$ cat config.mk
export PLATFORM = sky130hd
export DESIGN_NAME = idexe_pipe_reg
export DESIGN_NICKNAME = d
export VERILOG_FILES = /design/src/rtl/idexe_pipe_reg_pkg.sv /design/src/rtl/idexe_pipe_reg_load_use_detect.sv /design/src/rtl/idexe_pipe_reg.sv
export SDC_FILE = /design/constraint.sdc
export NUM_CORES = 1
export LEC_CHECK = 0
export ABC_AREA = 1
export BUFFER_PORTS_ARGS = -buffer_cell sky130_fd_sc_hd__buf_4
export CAP_MARGIN = 10
export CORE_MARGIN = 4
export CORE_UTILIZATION = 46
export CTS_BUF_LIST = sky130_fd_sc_hd__clkbuf_16
export DETAILED_ROUTE_END_ITERATION = 10
export GPL_ROUTABILITY_DRIVEN = 0
export PLACE_DENSITY = 0.8
export SLEW_MARGIN = 20
export SYNTH_ARGS = -nofsm -noshare
export SYNTH_HDL_FRONTEND = slang
export SYNTH_SLANG_ARGS = --single-unit
$ cat constraint.sdc
create_clock -name clk -period 2.45 [get_ports clk]
set_clock_uncertainty 0.1 [all_clocks]
set_input_delay 0 -clock clk [delete_from_list [all_inputs] [get_ports clk]]
set_output_delay 0 -clock clk [all_outputs]
set_load 0.02 [all_outputs]
$ cat src/rtl/idexe_pipe_reg_pkg.sv
// Shared CPU definitions: datapath defaults, ALU encodings and
// the ID/EX control bundle used by the pipeline register.
package idexe_pipe_reg_pkg;

   localparam int XLEN_DEF   = 32;
   localparam int RN_W_DEF   = 5;
   localparam int ALUC_W_DEF = 4;
   localparam int CNT_W_DEF  = 16;
   localparam int CTL_W      = 6;

   typedef enum logic [3:0] {
      ALU_ADD  = 4'h0,
      ALU_SUB  = 4'h1,
      ALU_AND  = 4'h2,
      ALU_OR   = 4'h3,
      ALU_XOR  = 4'h4,
      ALU_LUI  = 4'h5,
      ALU_SLL  = 4'h6,
      ALU_SRL  = 4'h7,
      ALU_SRA  = 4'h8,
      ALU_SLT  = 4'h9,
      ALU_SLTU = 4'ha
   } aluc_e;

   typedef enum logic [1:0] {
      SEL_HOLD  = 2'd0,
      SEL_FLUSH = 2'd1,
      SEL_LU    = 2'd2,
      SEL_LOAD  = 2'd3
   } sel_e;

   typedef struct packed {
      logic wreg;
      logic m2reg;
      logic wmem;
      logic jal;
      logic aluimm;
      logic shift;
   } ctl_t;

   function automatic ctl_t ctl_gate(input ctl_t c, input logic v);
      return v ? c : '0;
   endfunction

endpackage

$ cat src/rtl/idexe_pipe_reg_load_use_detect.sv
// Load-use hazard detector: a load in EX whose destination is read
// by the valid instruction in ID. Register 0 is never a hazard.
module load_use_detect #(
   parameter int RN_W = 5
) (
   input  logic            ev_i,
   input  logic            em2reg_i,
   input  logic            ewreg_i,
   input  logic [RN_W-1:0] ern_i,
   input  logic            dvalid_i,
   input  logic [RN_W-1:0] drs_i,
   input  logic [RN_W-1:0] drt_i,
   input  logic            drs_used_i,
   input  logic            drt_used_i,
   output logic            lu_o
);

   logic e_load;
   logic rs_hit;
   logic rt_hit;

   assign e_load = ev_i & em2reg_i & ewreg_i & (|ern_i);
   assign rs_hit = drs_used_i & (drs_i == ern_i);
   assign rt_hit = drt_used_i & (drt_i == ern_i);
   assign lu_o   = e_load & dvalid_i & (rs_hit | rt_hit);

endmodule

$ cat src/rtl/idexe_pipe_reg.sv
// ID/EX pipeline register with valid bit, hold, flush, automatic
// load-use bubble insertion and saturating bubble counters.
module idexe_pipe_reg
   import idexe_pipe_reg_pkg::*;
#(
   parameter int XLEN   = XLEN_DEF,
   parameter int RN_W   = RN_W_DEF,
   parameter int ALUC_W = ALUC_W_DEF,
   parameter int CNT_W  = CNT_W_DEF
) (
   input  logic              clk,
   input  logic              rst,
   input  logic              stall_ext,
   input  logic              flush,
   input  logic              dvalid,
   input  logic              dwreg,
   input  logic              dm2reg,
   input  logic              dwmem,
   input  logic              djal,
   input  logic              daluimm,
   input  logic              dshift,
   input  logic [ALUC_W-1:0] daluc,
   input  logic [XLEN-1:0]   dpc4,
   input  logic [XLEN-1:0]   dimm,
   input  logic [XLEN-1:0]   da,
   input  logic [XLEN-1:0]   db,
   input  logic [RN_W-1:0]   drn,
   input  logic [RN_W-1:0]   drs,
   input  logic [RN_W-1:0]   drt,
   input  logic              drs_used,
   input  logic              drt_used,
   output logic              ev,
   output logic              ewreg,
   output logic              em2reg,
   output logic              ewmem,
   output logic              ejal,
   output logic              ealuimm,
   output logic              eshift,
   output logic [ALUC_W-1:0] ealuc,
   output logic [XLEN-1:0]   epc4,
   output logic [XLEN-1:0]   eimm,
   output logic [XLEN-1:0]   ea,
   output logic [XLEN-1:0]   eb,
   output logic [RN_W-1:0]   ern,
   output logic              load_use_stall,
   output logic [CNT_W-1:0]  lu_cnt,
   output logic [CNT_W-1:0]  flush_cnt
);

   logic              ev_q,        ev_d;
   ctl_t              ctl_q,       ctl_d;
   logic [ALUC_W-1:0] aluc_q,      aluc_d;
   logic [XLEN-1:0]   pc4_q,       pc4_d;
   logic [XLEN-1:0]   imm_q,       imm_d;
   logic [XLEN-1:0]   a_q,         a_d;
   logic [XLEN-1:0]   b_q,         b_d;
   logic [RN_W-1:0]   rn_q,        rn_d;
   logic [CNT_W-1:0]  lu_cnt_q,    lu_cnt_d;
   logic [CNT_W-1:0]  flush_cnt_q, flush_cnt_d;

   logic lu;
   sel_e sel;
   ctl_t d_ctl;

   function automatic logic [CNT_W-1:0] sat_inc(
      input logic [CNT_W-1:0] c
   );
      return (&c) ? c : c + CNT_W'(1);
   endfunction

   load_use_detect #(
      .RN_W (RN_W)
   ) u_lud (
      .ev_i       (ev_q),
      .em2reg_i   (ctl_q.m2reg),
      .ewreg_i    (ctl_q.wreg),
      .ern_i      (rn_q),
      .dvalid_i   (dvalid),
      .drs_i      (drs),
      .drt_i      (drt),
      .drs_used_i (drs_used),
      .drt_used_i (drt_used),
      .lu_o       (lu)
   );

   assign d_ctl = '{
      wreg:   dwreg,
      m2reg:  dm2reg,
      wmem:   dwmem,
      jal:    djal,
      aluimm: daluimm,
      shift:  dshift
   };

   // Overlapping requests are legal here, hence priority not unique.
   always_comb begin
      sel = SEL_LOAD;
      priority case (1'b1)
         stall_ext: sel = SEL_HOLD;
         flush:     sel = SEL_FLUSH;
         lu:        sel = SEL_LU;
         default:   sel = SEL_LOAD;
      endcase
   end

   assign load_use_stall = lu & ~flush & ~stall_ext;

   always_comb begin
      ev_d        = ev_q;
      ctl_d       = ctl_q;
      aluc_d      = aluc_q;
      pc4_d       = pc4_q;
      imm_d       = imm_q;
      a_d         = a_q;
      b_d         = b_q;
      rn_d        = rn_q;
      lu_cnt_d    = lu_cnt_q;
      flush_cnt_d = flush_cnt_q;
      case (sel)
         SEL_HOLD: ;
         SEL_FLUSH, SEL_LU: begin
            ev_d   = 1'b0;
            ctl_d  = '0;
            aluc_d = '0;
            pc4_d  = '0;
            imm_d  = '0;
            a_d    = '0;
            b_d    = '0;
            rn_d   = '0;
            if (sel == SEL_FLUSH) flush_cnt_d = sat_inc(flush_cnt_q);
            else                  lu_cnt_d    = sat_inc(lu_cnt_q);
         end
         SEL_LOAD: begin
            ev_d   = dvalid;
            ctl_d  = ctl_gate(d_ctl, dvalid);
            aluc_d = daluc;
            pc4_d  = dpc4;
            imm_d  = dimm;
            a_d    = da;
            b_d    = db;
            rn_d   = drn;
         end
         default: ;
      endcase
   end

   always_ff @(posedge clk) begin
      if (rst) begin
         ev_q        <= 1'b0;
         ctl_q       <= '0;
         aluc_q      <= '0;
         pc4_q       <= '0;
         imm_q       <= '0;
         a_q         <= '0;
         b_q         <= '0;
         rn_q        <= '0;
         lu_cnt_q    <= '0;
         flush_cnt_q <= '0;
      end else begin
         ev_q        <= ev_d;
         ctl_q       <= ctl_d;
         aluc_q      <= aluc_d;
         pc4_q       <= pc4_d;
         imm_q       <= imm_d;
         a_q         <= a_d;
         b_q         <= b_d;
         rn_q        <= rn_d;
         lu_cnt_q    <= lu_cnt_d;
         flush_cnt_q <= flush_cnt_d;
      end
   end

   assign ev        = ev_q;
   assign ewreg     = ctl_q.wreg;
   assign em2reg    = ctl_q.m2reg;
   assign ewmem     = ctl_q.wmem;
   assign ejal      = ctl_q.jal;
   assign ealuimm   = ctl_q.aluimm;
   assign eshift    = ctl_q.shift;
   assign ealuc     = aluc_q;
   assign epc4      = pc4_q;
   assign eimm      = imm_q;
   assign ea        = a_q;
   assign eb        = b_q;
   assign ern       = rn_q;
   assign lu_cnt    = lu_cnt_q;
   assign flush_cnt = flush_cnt_q;

endmodule

==> results of run 1 <==
logic make-up after synthesis:
kind of cell	after synthesis
simple gates	530
flops	176
compound gates	161
buf+inv	104
xor+xnor	9
fa+ha+maj	4
power by group through the flow:
| stage | logic [mW] | clock network [mW] | registers (mW) |
|---|---|---|---|
| after floorplan | 0.236 | 0 | 3.07 |
| after global placement | 0.637 | 0 | 3.01 |
| after detailed placement | 0.643 | 0 | 3.01 |
| after CTS | 0.835 | 2.39 | 2.95 |
| after global routing | 0.938 | 2.52 | 2.96 |
| final | 0.882 | 2.40 | 2.95 |
Yosys cell counts:
master / instances
buf_6: 3
nand4_1: 7
a31oi_1: 1
ha_1: 4
inv_2: 2
buf_2: 20
nand2_1: 388
buf_1: 2
inv_1: 48
nand2_2: 7
nor2_2: 1
nor3_1: 9
a21oi_1: 157
o21ai_0: 2
clkbuf_1: 28
dfxtp_1: 176
nand3_2: 1
clkinv_1: 1
nor2_1: 84
nand3_1: 28
nor2_4: 5
xor2_1: 8
o22ai_1: 1
xnor2_1: 1
routing by layer:
layer	wire, um	part of all wire
met1	10400	0.35
met2	14300	0.48
met3	2750	0.092
met4	2300	0.077
met5	13	0.00044
metrics by stage:
step / utilization / cell area [um^2] / power [mW]
after floorplan: - / 7020 / 3.31
final: 0.790 / 11700 / 6.23
after CTS: 0.786 / 11600 / 6.18
after global routing: 0.790 / 11700 / 6.42
after global placement: 0.653 / 9640 / 3.65
after detailed placement: 0.653 / 9640 / 3.66
worst min-delay path by stage:
| stage | from | end | slack, ns |
|---|---|---|---|
| global route | flush | lu_cnt[10] | 0.09 |
| global placement | da[10] | ea[10] | 0.15 |
| finish | flush | lu_cnt[8] | 0.02 |
| CTS | flush | lu_cnt[8] | 0.009 |
| floorplan | stall_ext | load_use_stall | -0.02 |
| detailed placement | dimm[27] | eimm[27] | 0.16 |
sequential cells by signal, summed over array words and instances (netlist names), 4 cells and up:
signal	flops
flush_cnt	16
ern	5
eimm	32
epc4	32
ea	32
ealuc	4
eb	32
lu_cnt	16
critical path, stage by stage (launching register included):
cell     delay, ns
dfxtp_2       0.35
inv_1         0.08
o22ai_1       0.17
nor2_1        0.06
nand3_1       0.06
nand2_1       0.07
nand2_1       0.08
nand2_1       0.09
ha_4          0.22
nor2_4        0.21
buf_6         0.31
nand2_1       0.15
a21oi_1       0.27
layout make-up:
type | instances | area, um^2
Sequential cell | 176 | 3530
Clock buffer | 17 | 425
Antenna cell | 2 | 5.00
Timing Repair Buffer | 490 | 4110
Fill cell | 914 | 3090
Clock inverter | 13 | 76.3
Multi-Input combinational cell | 704 | 3090
Inverter | 51 | 191
Tap cell | 184 | 230
repair_timing:
item,in CTS,in global routing
hold endpoints to repair,148,0
hold buffers,145,0
setup buffers,0,2
resized for setup,0,15
setup endpoints to repair,0,55
==> results by group, run 1 <==
Synth
  – Area contributors post-synth: dfxtp_1 50%, nand2_1 21%, a21oi_1 11%
  – Largest family of logic cells by synthesized area: simple AND/OR/NAND/NOR gates
  – Compound-Gate Fraction of Synth Area: 0.115
  – Adder-Cell Fraction of Synth Area: 0.00713
  – Syn nets: 1148
  – Share of the synthesized area in the top cell type: 0.502
  – Post-Synth XOR/XNOR Area: 0.0112
  – Synthesized instance count: 984
  – Yosys warns: 0
  – Mapped Avg Cell Area: 7.13 um^2
  – Post-synthesis mux area share: 0
  – Sequential-to-total area share from yosys stat: 0.502
  – Fraction of the mapped netlist area in simple logic gates: 0.302
  – Seq cells post-synth: between 150 and 200
  – Synth area leader: dfxtp_1
  – Yosys cell types: 24
  – Mapped Area: 7020 um^2

Clock network
  – Number of clock sinks: ~180
  – CTS tree: yes
  – Deepest clock path buffer count: 2
  – Clock Tree Root: clkbuf_16
  – Reg clk slew, reported paths: 0.07 ns
  – Cts bufs inserted: 17
  – Clock Latency Late Sink: 0.42 ns
  – CTS H-tree depth: 4

Floorplanning
  – Ports: 337
  – Die H: 131 um
  – Die area: between 15000 and 20000 um^2
  – Row count: between 40 and 50
  – Initial Util: 0.475
  – Die width: 131 um
  – CORE AREA: 14800 um^2

GRT
  – Most Crowded Layer GR: met2
  – GRT overflow: 0
  – GRT Total Usage: 0.322
  – Met2 global-route usage: 0.545
  – Vias in the first global route: 8904
  – Met3 global-route usage: 0.0910
  – GRT met1 Usage: 0.345
  – First-pass GRT wire length: 45.4 mm
  – Initial antenna violation count: 3
  – Largest net degree at the start of global routing: 123

Route
  – Post-route ant nets: 0
  – Via count: 8718
  – DR WL/cell: 18.2 um
  – # DRC: 0
  – Vias per cell: roughly 5.3
  – DRT Pass-1 Iters: 6
  – Detailed Route Iter0 Violations: 722
  – Routed wire length: 29.8 mm

Worst setup path
  – Worst reg2reg startpoint: ern[1]
  – Req. time, crit path: 2.68 ns
  – Worst R2R Setup Slack: about 0.13 ns
  – Worst Setup End Kind: flip-flop
  – Reg2reg end: eb[16]
  – Critical path arrival: around 2.6 ns
  – Reg2Reg Depth: 12
  – Crit path to: eb[16]
  – Critical Path Start: ern[1]
  – Crit Path Category: flip-flop to flip-flop
  – Crit-path max FO: 37
  – CP Launch Type: flip-flop

Power and ir drop
  – Psw: 1.60 mW
  – PD cells: 535 nW/um^2
  – Static Leak: about 5.1 nW
  – Net Sw Frac: 0.256
  – Pint: approximately 4.6 mW
  – Logic pwr share: 0.141
  – Clock group share of total power: 0.385
  – Flop pwr share: 0.474
  – Worst vdd ir: 0.472 mV

Timing
  – Final Critical Period: 2.32 ns
  – Worst Hold Slack: between 0.015 and 0.02 ns
  – Final hold violation count: 0
  – Rel. slew slack: 0.495
  – Highest Clock Rate: 0.431 GHz
  – Tcrit/Tclk final: 0.948
  – Worst-Margin Slew: between 0.7 and 0.8 ns
  – Final setup margin: 0.127 ns
  – TNS Setup: 0 ns
  – Slew Limit Fails: 0
  – # setup viols final: 0

Cells and area
  – Most common cell after layout, fill and taps aside: nand2_1
  – Finished Layout Cells: 1637
  – Layout area overhead: 66.2%
  – Nets: 1604
  – Layout cells sized above 1: 0.275
  – Most frequent cells in the layout: 388 x nand2_1, 339 x buf_4, 171 x dfxtp_1, 154 x a21oi_1, 145 x dlygate4sd3_1

Place
  – Dpl cells: around 1500
  – Setup WS pre-CTS: 0.195 ns
  – DP Wirelength: 16.8 mm
  – IO buf count: 336

Status
  – Status: finished, final reports clean

Run
  – Max-capacitance violation count: 0

Hold path
  – HP Class: primary input to flip-flop
  – Cell count of the worst hold path: 6
(Power assumes the default switching activity.)
==> run 2, diff against run 1 <==
--- a/config.mk
+++ b/config.mk
@@ -14,6 +14,7 @@
 export DETAILED_ROUTE_END_ITERATION = 10
 export GPL_ROUTABILITY_DRIVEN = 0
 export PLACE_DENSITY = 0.8
+export RECOVER_POWER = 100
 export SLEW_MARGIN = 20
 export SYNTH_ARGS = -nofsm -noshare
 export SYNTH_HDL_FRONTEND = slang
==> run 2 against run 1 <==
First-iteration DRC count is 9.6% higher. Routed wire length about the same. Maximum frequency is 1.8% lower. Setup slack got worse by 0.042 ns. Highest routed layer unchanged. Critical path depth unchanged. Total power down 0.69%. Core utilization shrank 4.5 points. Sequential cell count is the same. Critical endpoint unchanged. Via count increased by 0.10%. Sequential share of layout area is 1.8 points higher. Clock-buffer cell count stayed put.
==> results by group, run 2 (synthesis results as in run 1) <==
Status
  – Status: finished, final reports clean (unchanged)

Worst setup path
  – CP Launch Type: flip-flop (unchanged)
  – Crit Path Category: flip-flop to flip-flop (unchanged)
  – Req. time, crit path: 2.67 ns (was 2.68 ns)
  – Worst Setup End Kind: flip-flop (unchanged)
  – Crit-path max FO: 37 (unchanged)
  – Critical path arrival: 2.59 ns (was 2.55 ns)

Floorplanning
  – CORE AREA: 14800 um^2 (unchanged)
  – Ports: 337 (unchanged)
  – Die H: 131 um (unchanged)
  – Row count: 44 (unchanged)
  – Initial Util: 0.475 (unchanged)
  – Die area: 17300 um^2 (unchanged)
  – Die width: 131 um (unchanged)

Timing
  – Highest Clock Rate: 0.423 GHz (was 0.431 GHz)
  – # setup viols final: 0 (unchanged)
  – Final Critical Period: 2.36 ns (was 2.32 ns)
  – Slew Limit Fails: 0 (unchanged)
  – Rel. slew slack: 0.486 (was 0.495)
  – Final hold violation count: 0 (unchanged)
  – Tcrit/Tclk final: 0.965 (was 0.948)
  – Worst-Margin Slew: 0.767 ns (was 0.753 ns)

Clock network
  – Clock Latency Late Sink: 0.42 ns (about the same)
  – CTS H-tree depth: 4 (unchanged)
  – CTS tree: yes (unchanged)
  – Clock Tree Root: clkbuf_16 (unchanged)
  – Cts bufs inserted: 17 (unchanged)
  – Number of clock sinks: 176 (unchanged)
  – Deepest clock path buffer count: 2 (unchanged)
  – Reg clk slew, reported paths: 0.07 ns (about the same)

Route
  – Via count: 8727 (was 8718)
  – DR WL/cell: 18.2 um (about the same)
  – Routed wire length: 29.8 mm (about the same)
  – # DRC: 0 (unchanged)
  – Detailed Route Iter0 Violations: 791 (was 722)
  – DRT Pass-1 Iters: 5 (was 6)
  – Post-route ant nets: 0 (unchanged)
  – Vias per cell: 5.33 (about the same)

Cells and area
  – Layout area overhead: 56.8% (was 66.2%)
  – Design Area, Final: 11000 um^2 (was 11700 um^2)
  – Fillers: 1159 (was 914)
  – Most common cell after layout, fill and taps aside: nand2_1 (unchanged)
  – Reg area: 3530 um^2 (about the same)
  – Finished Layout Cells: 1638 (was 1637)
  – Most frequent cells in the layout: 389 x nand2_1, 174 x clkbuf_1, 172 x dfxtp_1, 163 x buf_4, 155 x a21oi_1 (was 388 x nand2_1, 339 x buf_4, 171 x dfxtp_1, 154 x a21oi_1, 145 x dlygate4sd3_1)
  – Layout cells sized above 1: 0.152 (was 0.275)
  – Multi-input gate area: 3080 um^2 (was 3090 um^2)
  – Nets: 1604 (unchanged)

Run
  – Max-capacitance violation count: 0 (unchanged)

Place
  – Dpl cells: 1457 (unchanged)
  – Placed Area: 9640 um^2 (unchanged)
  – DP Wirelength: 16.8 mm (unchanged)
  – IO buf count: 336 (unchanged)

GRT
  – First-pass GRT wire length: 45.4 mm (unchanged)
  – Largest net degree at the start of global routing: 123 (unchanged)
  – Vias in the first global route: 8904 (unchanged)
  – Initial antenna violation count: 3 (unchanged)
  – GRT overflow: 0 (unchanged)
  – GRT Total Usage: 0.322 (unchanged)

Power and ir drop
  – Worst vdd ir: 0.469 mV (was 0.472 mV)
  – Pint: 4.60 mW (was 4.64 mW)
  – Clock group share of total power: 0.387 (was 0.385)
  – PD cells: 563 nW/um^2 (was 535 nW/um^2)
  – Static Leak: 4.33 nW (was 5.07 nW)
  – Net Sw Frac: 0.258 (was 0.256)
  – Flop pwr share: 0.477 (was 0.474)
  – Logic pwr share: 0.136 (was 0.141)
  – Power Total: 6.19 mW (was 6.23 mW)
  – Psw: 1.59 mW (was 1.60 mW)

Hold path
  – HP Class: primary input to flip-flop (unchanged)
[run 2: cell types whose count changed in the layout (fill, tap and decap cells not counted)]
cell      change
nand3_2       -1
dfxtp_2       -1
a21oi_2       -1
nand2_2       -1
nand3_1       +1
a21oi_1       +1
dfxtp_1       +1
nand2_1       +1
diode_2       +1
clkbuf_4      +2
clkbuf_1    +174
buf_4       -176
[run 2: worst max-delay path: stages, from the launching register on]
cell and delay [ns]:
dfxtp_1 0.40, inv_1 0.08, o22ai_1 0.15, nor2_1 0.06, nand3_1 0.06, nand2_1 0.07, nand2_1 0.08, nand2_1 0.09
ha_4 0.22, nor2_4 0.21, buf_6 0.31, nand2_1 0.15, a21oi_1 0.27
[run 2: metal layers]
metal  GRT usage  up-vias  routed length (um)  part of all wire
met5           0        -                  13           0.00044
met4       0.230        2                2170             0.073
met3      0.0910      154                2670             0.090
met2       0.545      549               14400              0.48
met1       0.345     4004               10600              0.35
li1            -     4018                   -                 -
[run 2: path summary, 6_finish.rpt]
check / cells after the start / end / slack [ns] / from
setup / recovery: 12 / eb[16] / 0.09 / ern[2]
hold / removal: 6 / lu_cnt[8] / 0.02 / flush
setup reg to reg: 12 / eb[16] / 0.09 / ern[2]
hold reg to reg: 2 / epc4[8] / 0.36 / epc4[8]
[run 2: power groups by stage]
stage          Clock [mW]  Sequential [mW]  Combinational [mW]
3_5_place_dp            0             3.01               0.643
5_1_grt              2.52             2.96               0.895
3_3_place_gp            0             3.01               0.637
4_1_cts              2.39             2.95               0.835
2_1_floorplan           0             3.07               0.236
6_report             2.40             2.95               0.840
[run 2: through the flow]
step	hold slack [ns]	utilization	setup slack, ns	setup TNS [ns]
2_1_floorplan	-0.0202	-	0.219	0
3_3_place_gp	0.151	0.653	0.283	0
3_5_place_dp	0.158	0.653	0.195	0
4_1_cts	0.00922	0.786	0.147	0
5_1_grt	0.0909	0.745	-0.0378	-0.112
6_report	0.0175	0.746	0.0856	0
[run 2: final cells by class]
type / count / area share
Inverter: 51 / 0.0174
Sequential cell: 176 / 0.321
Clock buffer: 17 / 0.0387
Timing Repair Buffer: 490 / 0.314
Antenna cell: 3 / 0.000683
Tap cell: 184 / 0.0209
Multi-Input combinational cell: 704 / 0.280
Clock inverter: 13 / 0.00694
[run 2: repair_timing]
| action | CTS | global route |
|---|---|---|
| resized for setup | 0 | 15 |
| setup buffers | 0 | 2 |
| hold endpoints to repair | 148 | 0 |
| endpoints found under the setup margin | 0 | 55 |
| hold buffers | 145 | 0 |
